## config.mk

```make
export PLATFORM = sky130hd
export DESIGN_NAME = sa_ctrl
export DESIGN_NICKNAME = d
export VERILOG_FILES = /design/src/rtl/sa_pkg.sv /design/src/rtl/sa_valid_delay.sv /design/src/rtl/sa_ctrl.sv
export SDC_FILE = /design/constraint.sdc
export NUM_CORES = 1
export LEC_CHECK = 0
export BUFFER_PORTS_ARGS = -buffer_cell sky130_fd_sc_hd__clkbuf_2
export CORE_ASPECT_RATIO = 0.6
export CORE_UTILIZATION = 55
export DETAILED_ROUTE_END_ITERATION = 16
export HOLD_SLACK_MARGIN = 0.08
export PLACE_DENSITY = 0.78
export SETUP_SLACK_MARGIN = 0.05
export SYNTH_ARGS = -nofsm -noshare
export SYNTH_HDL_FRONTEND = slang
export SYNTH_HIERARCHICAL = 1
export SYNTH_SLANG_ARGS = --single-unit
```

## constraint.sdc

```tcl
create_clock -name clk -period 6.2 [get_ports clk]
set_input_delay 0.62 -clock clk [delete_from_list [all_inputs] [get_ports clk]]
set_output_delay 0.62 -clock clk [all_outputs]
set_load 0.05 [all_outputs]
```

## src/rtl/sa_pkg.sv

```systemverilog
// Shared types and constants for the systolic-array sequencer.
package sa_pkg;

    localparam int unsigned DATA_W   = 8;
    localparam int unsigned PSUM_W   = 24;
    localparam int unsigned DEF_ROWS = 4;
    localparam int unsigned DEF_COLS = 4;

    typedef enum logic [2:0] {
        StIdle,
        StLoadW,
        StFeed,
        StDrain,
        StDone
    } sa_state_e;

endpackage

```

## src/rtl/sa_valid_delay.sv

```systemverilog
// DEPTH-stage 1-bit valid shift register with async reset and synchronous flush.
module sa_valid_delay #(
    parameter int unsigned DEPTH = 8
) (
    input  logic clk_i,
    input  logic rst_i,
    input  logic flush_i,
    input  logic valid_i,
    output logic valid_o
);

    logic [DEPTH-1:0] sr_q, sr_d;

    always_comb begin
        sr_d = '0;
        if (!flush_i) begin
            sr_d = {sr_q[DEPTH-2:0], valid_i};
        end
    end

    always_ff @(posedge clk_i or posedge rst_i) begin
        if (rst_i) begin
            sr_q <= '0;
        end else begin
            sr_q <= sr_d;
        end
    end

    assign valid_o = sr_q[DEPTH-1];

endmodule

```

## src/rtl/sa_ctrl.sv

```systemverilog
// Job sequencer for the weight-stationary systolic array: weight load, activation feed and
// result tracking through a latency-matched valid delay line.
module sa_ctrl
    import sa_pkg::*;
#(
    parameter int unsigned ROWS     = DEF_ROWS,
    parameter int unsigned COLS     = DEF_COLS,
    parameter int unsigned MAX_VECS = 255,
    parameter int unsigned RES_LAT  = ROWS + COLS
) (
    input  logic                          clk,
    input  logic                          rst,
    input  logic                          start,
    input  logic [$clog2(MAX_VECS+1)-1:0] cfg_num_vecs,
    input  logic                          abort,
    output logic                          busy,
    output logic                          done,
    output logic                          cfg_err,
    output logic                          wgt_rd_en,
    output logic [$clog2(ROWS)-1:0]       wgt_rd_addr,
    output logic                          arr_load_weight,
    output logic                          act_rd_en,
    output logic [$clog2(MAX_VECS)-1:0]   act_rd_addr,
    output logic                          arr_act_valid,
    output logic                          res_valid,
    output logic [$clog2(MAX_VECS)-1:0]   res_idx
);

    localparam int unsigned WA_W = $clog2(ROWS);
    localparam int unsigned VA_W = $clog2(MAX_VECS);
    localparam int unsigned NV_W = $clog2(MAX_VECS + 1);

    sa_state_e       state_q, state_d;
    logic [NV_W-1:0] num_vecs_q, num_vecs_d;
    logic            wgt_rd_en_q, wgt_rd_en_d;
    logic [WA_W-1:0] wgt_addr_q, wgt_addr_d;
    logic            load_w_q, load_w_d;
    logic            act_rd_en_q, act_rd_en_d;
    logic [VA_W-1:0] act_addr_q, act_addr_d;
    logic            act_valid_q, act_valid_d;
    logic [VA_W-1:0] res_idx_q, res_idx_d;
    logic            done_q, done_d;
    logic            cfg_err_q, cfg_err_d;
    logic [VA_W-1:0] last_idx;
    logic            kill;

    assign last_idx = VA_W'(num_vecs_q - 1'b1);
    assign kill     = abort && (state_q != StIdle);

    always_comb begin
        state_d     = state_q;
        num_vecs_d  = num_vecs_q;
        wgt_rd_en_d = 1'b0;
        wgt_addr_d  = '0;
        act_rd_en_d = 1'b0;
        act_addr_d  = '0;
        load_w_d    = wgt_rd_en_q;
        act_valid_d = act_rd_en_q;
        done_d      = 1'b0;
        cfg_err_d   = 1'b0;
        res_idx_d   = res_valid ? res_idx_q + 1'b1 : res_idx_q;

        if (kill) begin
            state_d     = StIdle;
            load_w_d    = 1'b0;
            act_valid_d = 1'b0;
            res_idx_d   = '0;
        end else begin
            unique case (state_q)
                StIdle: begin
                    if (start && !abort) begin
                        if (cfg_num_vecs == '0) begin
                            cfg_err_d = 1'b1;
                        end else begin
                            num_vecs_d  = cfg_num_vecs;
                            state_d     = StLoadW;
                            wgt_rd_en_d = 1'b1;
                            wgt_addr_d  = WA_W'(ROWS - 1);
                        end
                    end
                end
                StLoadW: begin
                    // First activation read overlaps the final weight-load cycle.
                    if (wgt_addr_q == '0) begin
                        state_d     = StFeed;
                        act_rd_en_d = 1'b1;
                    end else begin
                        wgt_rd_en_d = 1'b1;
                        wgt_addr_d  = wgt_addr_q - 1'b1;
                    end
                end
                StFeed: begin
                    if (act_addr_q == last_idx) begin
                        state_d = StDrain;
                    end else begin
                        act_rd_en_d = 1'b1;
                        act_addr_d  = act_addr_q + 1'b1;
                    end
                end
                StDrain: begin
                    if (res_valid && res_idx_q == last_idx) begin
                        state_d   = StDone;
                        done_d    = 1'b1;
                        res_idx_d = '0;
                    end
                end
                StDone: begin
                    state_d = StIdle;
                end
                default: begin
                    state_d = StIdle;
                end
            endcase
        end
    end

    always_ff @(posedge clk or posedge rst) begin
        if (rst) begin
            state_q     <= StIdle;
            num_vecs_q  <= '0;
            wgt_rd_en_q <= 1'b0;
            wgt_addr_q  <= '0;
            load_w_q    <= 1'b0;
            act_rd_en_q <= 1'b0;
            act_addr_q  <= '0;
            act_valid_q <= 1'b0;
            res_idx_q   <= '0;
            done_q      <= 1'b0;
            cfg_err_q   <= 1'b0;
        end else begin
            state_q     <= state_d;
            num_vecs_q  <= num_vecs_d;
            wgt_rd_en_q <= wgt_rd_en_d;
            wgt_addr_q  <= wgt_addr_d;
            load_w_q    <= load_w_d;
            act_rd_en_q <= act_rd_en_d;
            act_addr_q  <= act_addr_d;
            act_valid_q <= act_valid_d;
            res_idx_q   <= res_idx_d;
            done_q      <= done_d;
            cfg_err_q   <= cfg_err_d;
        end
    end

    sa_valid_delay #(
        .DEPTH(RES_LAT)
    ) u_res_delay (
        .clk_i  (clk),
        .rst_i  (rst),
        .flush_i(kill),
        .valid_i(act_valid_q),
        .valid_o(res_valid)
    );

    assign busy            = (state_q != StIdle);
    assign done            = done_q;
    assign cfg_err         = cfg_err_q;
    assign wgt_rd_en       = wgt_rd_en_q;
    assign wgt_rd_addr     = wgt_addr_q;
    assign arr_load_weight = load_w_q;
    assign act_rd_en       = act_rd_en_q;
    assign act_rd_addr     = act_addr_q;
    assign arr_act_valid   = act_valid_q;
    assign res_idx         = res_idx_q;

endmodule
```

**Word level (Yosys, flattened, before mapping)**

Index checks and enable logic that the tools add are counted.

- Equal/unequal tests: 10
- Reduce and logical (&&, ||, !) cells: 10
- Add/sub/neg operators: 4
- Bitwise operators: 2
- Muxes and demuxes: 38

Operators with widths:

| cell | number |
|---|---|
| 2-to-1 mux 8 bit | 8 |
| 2-to-1 mux 3 bit | 6 |
| adder 8 x 1 -> 8 bit, second input constant | 2 |
| == test 8 bit | 2 |
| 2-to-1 mux 1 bit | 16 |
| inequality test 3 x 2 -> 1 bit, second input constant | 5 |
| one-hot mux 3 bit (4 select lines) | 1 |
| zero test 8 bit | 1 |
| 2-to-1 mux 2 bit | 4 |
| subtractor 8 x 1 -> 8 bit, second input constant | 1 |
| == test 3 x 2 -> 1 bit, second input constant | 2 |
| AND reduction 5 bit | 1 |
| one-hot mux 1 bit (2 select lines) | 2 |
| one-hot mux 2 bit (2 select lines) | 1 |
| AND reduction 4 bit | 1 |
| == test 3 x 1 -> 1 bit, second input constant | 1 |
| logical AND 1 bit | 3 |
| zero test 3 bit | 1 |
| nonzero test 3 bit | 1 |
| zero test 2 bit | 1 |
| inverter 1 bit | 2 |
| subtractor 2 x 1 -> 2 bit, second input constant | 1 |
| zero test 1 bit | 1 |

- Bits of input ports: 12
- Bits in registers: 43
- Logic and storage cells: 76
- Output and inout bits: 26

**Depth between registers and ports, before layout**

Gate-level depths: netlist (run 1).

- Word-level depth: 6
- Mapped depth: 10
- Mapped depth without buffers: 8

**By module**

Netlist (run 1), hierarchy kept.

By module, submodules not included:

| module | area each (µm²) | instances | cells an instance | sequential area each (µm²) |
|---|---|---|---|---|
| sa_ctrl | 2008.2 | 1 | 205 | 875.8 |
| sa_valid_delay | 254.0 | 1 | 17 | 200.2 |

**Least setup slack after synthesis (run 1)**

Ideal clock, no wire load.

- Path type: register -> register
- From: reg num_vecs_q[0]
- To: reg state_q[0]
- Data required time: 6.074 ns
- Stages on the path, launching flop included: 10
- Slack: 3.651 ns
- Library setup time: 0.126 ns
- Path buffers: 2
- Data arrival time: 2.424 ns
- Clock period less this slack: 2.549 ns
- Cell sequence: dfrtp_1 clkbuf_1 inv_1 ha_1 buf_2 or4b_4 a32o_1 a211o_1 or2_4 a221o_1

- Longest elaborated chain between the ends: 5
- Elaborated cells between the ends (all ways): 7
- Those cells by class: add/sub (1); eq/ne (4); reduce/logical (2)

Ends and longest elaborated chain:

| item | RTL line | text |
|---|---|---|
| start: declaration | sa_ctrl.sv:34 | `logic [NV_W-1:0] num_vecs_q, num_vecs_d;` |
| start signal: assignment | sa_ctrl.sv:132 | `num_vecs_q <= num_vecs_d;` |
| subtractor 8 x 1 -> 8 bit (*) | sa_ctrl.sv:47 | `assign last_idx = VA_W'(num_vecs_q - 1'b1);` |
| == test 8 bit | sa_ctrl.sv:101 | `if (res_valid && res_idx_q == last_idx) begin` |
| logical AND 1 bit | sa_ctrl.sv:101 |  |
| inequality test 3 x 2 -> 1 bit (no line) | n/a |  |
| AND reduction 5 bit (no line) (*) | n/a |  |
| end signal: assignment | sa_ctrl.sv:119 | `state_q <= StIdle;` |
| end signal: assignment | sa_ctrl.sv:131 | `state_q <= state_d;` |
| end: declaration | sa_ctrl.sv:33 | `sa_state_e state_q, state_d;` |

Mark *: on every way between the ends. The rest lies on a longest branch, timed or not.
A chain may end at the register's enable or synchronous reset.

**Worst setup path in the final report (run 1)**

- From: reg num_vecs_q[0]
- To: reg res_idx_q[1], in the netlist res_idx[1]

- Longest elaborated chain between the ends: 6

Ends and longest elaborated chain:

| item | RTL line | text |
|---|---|---|
| subtractor 8 x 1 -> 8 bit | sa_ctrl.sv:47 |  |
| == test 8 bit | sa_ctrl.sv:101 |  |
| logical AND 1 bit | sa_ctrl.sv:101 |  |
| 2-to-1 mux 8 bit | sa_ctrl.sv:101 |  |
| 2-to-1 mux 8 bit | sa_ctrl.sv:69 | `unique case (state_q)` |
| 2-to-1 mux 8 bit | sa_ctrl.sv:63 | `if (kill) begin` |
| net res_idx_d[1] | sa_ctrl.sv:41 | `logic [VA_W-1:0] res_idx_q, res_idx_d;` |
| end signal: assignment | sa_ctrl.sv:139 | `res_idx_q <= res_idx_d;` |
| end: declaration | sa_ctrl.sv:41 |  |

The timed path passes the listed nets, and every way through them passes these cells.

==> out/results.ini, run 1 <==
[floorplan]
start_util=0.594
die_h_microns=51.7
core_sq_mm=0.00381
die-area_sq_mm=0.00438
die_w_microns=84.8
io_pins=38
num_rows=17

[synthesis]
synth.cell_area_sq_mm=0.00226
seq_area_frac_synth=0.476
syn-mean-instance-area_sq_um=10.2
ys_types=49
synthArstFlopShare=1.00
synthCells=222
ys_ff_latch=43
synth-main-ff-cell=dfrtp_1
synth_warnings=6
synthesis.nets=237
synth-edff-count=0

[global_routing]
grt-ovfl-total=0
grt_pass1_wl_microns=8110
first_global_vias=1588
grt_max_degree=36
grt_usage=0.251
antenna_found_initial=0

[power_and_ir_drop]
vdd_drop_max_v=0.000236
p_leak_nw=1.24
powerDensity_mw_per_mm2=419
power_w=0.00109

[detailed_routing]
drtAntennaViolNets=0
vias=1734
via_per_inst=5.67
routed_wirelength_microns=4750
remaining_drc_errors=2
first_pass_iters=10
drt_iter0_drc=154
routedWlPerCell_microns=15.5

[layout]
final_util=0.682
mostFrequentLayoutCells=dfrtp_1 (43), clkbuf_2 (37), nor2_1 (23)
fill_cells=314
diodes=0
final_common_cell=dfrtp_1
layout-drive-gt1-share=0.228
syn_to_final_growth_pct=14.8
fin_nets=273

[sta]
skew_ns=0.00754
hold_viol=0
max-slew-margin-rel=0.381
worst_pin_slew_ns=0.920
fmax_mhz=374
min_period_over_period=0.432
setup-violations-final=0
slew_viol_final=0
period_needed_ns=2.68
finalSetupTns_ns=0
rsz0062_at_grt=no

[setup_path]
end_kind=register
r2r_start=num_vecs_q[0]
crit_path_start_kind=register
required_ns=6.37
rrSetupSlack_ns=3.52
worstRegToRegCells=8
timing.rr.end=res_idx[1]
crit_fanout=8
crit_arrival_ns=2.85
path_class=register to register

[cts]
cts_sinks=43
ctsHtreeMaxLevel=2
path_clk_slew_ns=0.08
cts_tree=yes
hold_buffers=0
cts_resized=0
cts_setup_buffers=0
clkLatencyLatePin_ns=0.30
clockBufferDepth=2
numCtsBuffers=5
cts_root_buf=clkbuf_8

[run_status]
status=finished with violations
violations=design-rule violations

[flow_run]
maxCapViolCount=0

[min_path]
min_path_type=primary input to asynchronous set/reset pin

[placed_design]
dp_hpwl_microns=3500
port_buffers=37
gp_routability_congestion=0.886

## how the worst max path moves through the flow
stage | from | slack, ns | endpoint | cells after the start
6_report | num_vecs_q[0] | 3.52 | res_idx[1] | 8
5_1_grt | num_vecs_q[0] | 3.32 | act_rd_addr[3] | 8
4_1_cts | num_vecs_q[0] | 3.54 | res_idx[1] | 7
3_5_place_dp | num_vecs_q[0] | 3.55 | res_idx[2] | 7
3_3_place_gp | num_vecs_q[0] | 3.64 | state_q[0] | 7
2_1_floorplan | num_vecs_q[0] | 3.65 | state_q[0] | 9
## kinds of logic after synthesis
| kind of cell | Yosys count | share of synthesized area |
|---|---|---|
| simple gates | 90 | 0.216 |
| buf+inv | 20 | 0.0398 |
| fa+ha+maj | 3 | 0.0166 |
| flops | 43 | 0.476 |
| xor+xnor | 31 | 0.126 |
| mux | 6 | 0.0293 |
| compound gates | 29 | 0.0968 |
## power by group
part	switching [W]	internal, W
registers	0.0000899	0.000335
logic	0.000241	0.000166
clock network	0.0000946	0.000161
total	0.000425	0.000662
## per-layer routing
layer	share of wire	up-vias	global-route usage
met5	0	-	0
met4	0.011	0	0.0763
met3	0.066	7	0.0524
met2	0.41	60	0.350
met1	0.51	822	0.389
li1	-	845	-
## metrics by stage
stage	cell area, sq um	cells	worst slack [ns]	hold slack [ns]
final	2600	306	3.52	0.236
after global routing	2600	306	3.32	0.264
after CTS	2600	306	3.54	0.242
after detailed placement	2460	298	3.55	0.454
after global placement	2460	298	3.64	0.444
after floorplan	2260	222	3.65	0.436
## critical path: stages, from the launching register on
cell	delay [ns]
dfrtp_1	0.46
inv_1	0.11
ha_1	0.30
nor3b_1	0.45
xnor2_1	0.13
nor3_1	0.19
nand3_1	0.20
o41ai_4	0.60
nor2_1	0.11
## layout make-up
| type | count | area (sq um) | area share |
|---|---|---|---|
| multi-input cells | 159 | 1100 | 0.422 |
| flip-flops and latches | 43 | 1080 | 0.414 |
| repair buffers | 38 | 193 | 0.0742 |
| clock buffers | 6 | 72.6 | 0.0279 |
| clock inverters | 2 | 60.1 | 0.0231 |
| well taps | 47 | 58.8 | 0.0226 |
| inverters | 11 | 41.3 | 0.0159 |
## registers in the layout, summed over array words and instances (netlist names), 2 cells and up
signal / count
act_rd_addr: 8
state_q: 3
num_vecs_q: 8
res_idx: 8
wgt_rd_addr: 2
u_res_delay/sr_q: 8
## synth_stat cells, types with 2 or more instances
cell type	number	share of area
a211o_1	2	0.0077
a21oi_1	5	0.011
a31oi_1	2	0.0055
and2_1	3	0.0083
and3_1	5	0.014
and4_1	2	0.0077
buf_2	3	0.0066
clkbuf_1	4	0.0066
dfrtp_1	43	0.48
ha_1	3	0.017
inv_1	11	0.018
mux2_2	5	0.025
nand2_1	12	0.020
nand3_1	6	0.013
nand4_1	4	0.011
nor2_1	23	0.038
nor2b_1	10	0.028
nor3_1	9	0.020
nor4_1	5	0.014
o21ai_0	6	0.013
o22ai_1	2	0.0055
or2_2	2	0.0055
xnor2_1	18	0.070
xor2_1	12	0.046
Power figures use the tool's default switching activity.
==> run 2, diff against run 1 <==
==> constraint.sdc (replaced) <==
create_clock -name clk -period 2.5 [get_ports clk]
set_input_delay 0.25 -clock clk [delete_from_list [all_inputs] [get_ports clk]]
set_output_delay 0.25 -clock clk [all_outputs]
set_load 0.05 [all_outputs]
==> run 2 against run 1 <==
  * The flow still finishes with violations (design-rule violations)
  * Final area increased by 2.9%
  * Critical path depth fell by 1
  * Clock-buffer cell count is the same
  * Die area is the same
  * Register-to-register slack lost 3.4 ns
  * First-iteration DRC count down 15%
  * Final cell count increased by 4.6%
  * Clock skew is 0.0017 ns lower
  * Hold slack worse by 0.062 ns
  * Sequential cell count is the same
  * Largest power group is now combinational cells
==> out/results.ini, run 2 (same netlist as run 1, synthesis figures left out) <==
[run_status]
status=finished with violations  ; unchanged
violations=design-rule violations  ; unchanged

[sta]
worst_pin_slew_ns=0.487  ; was 0.920 ns
min_period_over_period=0.969  ; was 0.432
skew_ns=0.00582  ; was 0.00754 ns
max-slew-margin-rel=0.671  ; was 0.381
rsz0062_at_grt=yes  ; was no
period_needed_ns=2.42  ; was 2.68 ns
slew_viol_final=0  ; unchanged
fmax_mhz=413  ; was 374 MHz
setup-violations-final=0  ; unchanged
hold_viol=0  ; unchanged
finalSetupTns_ns=0  ; unchanged

[floorplan]
die_h_microns=51.7  ; unchanged
die-area_sq_mm=0.00438  ; unchanged
num_rows=17  ; unchanged
start_util=0.594  ; unchanged
io_pins=38  ; unchanged
core_sq_mm=0.00381  ; unchanged
die_w_microns=84.8  ; unchanged

[cts]
clkLatencyLatePin_ns=0.30  ; about the same
cts_sinks=43  ; unchanged
ctsHtreeMaxLevel=2  ; unchanged
cts_root_buf=clkbuf_8  ; unchanged
numCtsBuffers=5  ; unchanged
path_clk_slew_ns=0.08  ; about the same
cts_tree=yes  ; unchanged
clockBufferDepth=2  ; unchanged
cts_setup_buffers=0  ; unchanged

[layout]
syn_to_final_growth_pct=18.1  ; was 14.8%
final_common_cell=dfrtp_1  ; unchanged
postLayoutCellArea_sq_mm=0.00267  ; was 0.00260 sq mm
fin_cells=320  ; was 306
diodes=0  ; unchanged
fin_nets=287  ; was 273
layout-drive-gt1-share=0.275  ; was 0.228
mostFrequentLayoutCells=dfrtp_1 (43), clkbuf_2 (37), nor2_1 (23)  ; unchanged
final_util=0.702  ; was 0.682

[global_routing]
grt_pass1_wl_microns=7980  ; was 8110 microns
grt_usage=0.249  ; was 0.251
grt-ovfl-total=0  ; unchanged
first_global_vias=1643  ; was 1588
antenna_found_initial=0  ; unchanged
grt_max_degree=16  ; was 36

[detailed_routing]
drt_iter0_drc=131  ; was 154
via_per_inst=5.54  ; was 5.67
routedWlPerCell_microns=15.2  ; was 15.5 microns
routed_wirelength_microns=4880  ; was 4750 microns
drtAntennaViolNets=0  ; unchanged
remaining_drc_errors=3  ; was 2
vias=1773  ; was 1734
first_pass_iters=10  ; unchanged

[placed_design]
place_inst=311  ; was 298
port_buffers=37  ; unchanged
dp_hpwl_microns=3730  ; was 3500 microns
gp_routability_congestion=0.845  ; was 0.886
place_area_sq_mm=0.00257  ; was 0.00246 sq mm

[min_path]
min_path_cells=3
min_to=num_vecs_q[1]
min_path_type=primary input to register  ; was primary input to asynchronous set/reset pin
min_from=cfg_num_vecs[1]

[setup_path]
crit_arrival_ns=2.62  ; was 2.85 ns
rrSetupSlack_ns=0.08  ; was 3.52 ns
timing.rr.end=state_q[0]  ; was res_idx[1]
crit_fanout=4  ; was 8
r2r_start=num_vecs_q[1]  ; was num_vecs_q[0]
worstRegToRegCells=7  ; was 8
critPathMaxStageDelay_ns=0.47  ; was 0.60 ns
crit_path_start_kind=register  ; unchanged
path_cells=inv_1, ha_1, or4b_4, a32o_1, a211o_1, or2_4, a221o_1  ; was inv_1, ha_1, nor3b_1, xnor2_1, nor3_1, nand3_1, o41ai_4, nor2_1
end_kind=register  ; unchanged
path_class=register to register  ; unchanged
crit_path_top_delay_cell=or4b_4  ; was o41ai_4
required_ns=2.70  ; was 6.37 ns

[flow_run]
maxCapViolCount=0  ; unchanged

[power_and_ir_drop]
vdd_drop_max_v=0.000575  ; was 0.000236 V
powerDensity_mw_per_mm2=984  ; was 419 mW/mm^2
p_leak_nw=1.29  ; was 1.24 nW

## run 2: how the worst max path moves through the flow
stage                       start         end  slack [ns]  cells after the start
CTS                 num_vecs_q[1]  state_q[0]         0.1                      7
floorplan           num_vecs_q[0]  state_q[0]       -0.03                      9
finish              num_vecs_q[1]  state_q[0]        0.08                      7
global route        num_vecs_q[1]  state_q[0]        0.02                      7
detailed placement  num_vecs_q[1]  state_q[0]        0.10                      7
global placement    num_vecs_q[1]  state_q[0]        0.17                      7
## run 2: area by class of cell
| class | instances | area [sq um] |
|---|---|---|
| Sequential cell | 43 | 1080 |
| Tap cell | 47 | 58.8 |
| Clock inverter | 2 | 12.5 |
| Timing Repair Buffer | 52 | 300 |
| Inverter | 11 | 41.3 |
| Fill cell | 277 | 1130 |
| Clock buffer | 6 | 72.6 |
| Multi-Input combinational cell | 159 | 1110 |
## run 2: layer usage
metal	GRT usage	wire, microns
met3	0.0492	333
met4	0.105	89
met2	0.336	1960
met1	0.386	2500
met5	0	0
## run 2: power by group
group / internal [W] / total (W) / leakage (nW) / switching [W]
Combinational: 0.000504 / 0.00118 / 0.671 / 0.000675
Sequential: 0.000832 / 0.00101 / 0.577 / 0.000179
Clock: 0.000195 / 0.000439 / 0.0412 / 0.000243
Total: 0.00153 / 0.00263 / 1.29 / 0.00110
## run 2: repair_timing
action	4_1_cts	5_1_grt
hold buffers	1	0
hold endpoints to repair	13	0
endpoints found under the setup margin	0	19
resized for setup	0	3
## run 2: through the flow
stage          power (W)  setup slack [ns]  hold slack, ns
2_1_floorplan    0.00188           -0.0260          0.0657
3_3_place_gp     0.00214             0.170           0.179
3_5_place_dp     0.00217             0.104           0.173
4_1_cts          0.00262            0.0955           0.173
5_1_grt          0.00278            0.0185           0.201
6_report         0.00263            0.0776           0.174
## run 2: critical path: cells and delay by family (launching register included)
kind,cells,cell delay (ns)
fa+ha+maj,1,0.16
flops,1,0.42
compound gates,3,0.91
simple gates,2,0.73
buf+inv,1,0.10
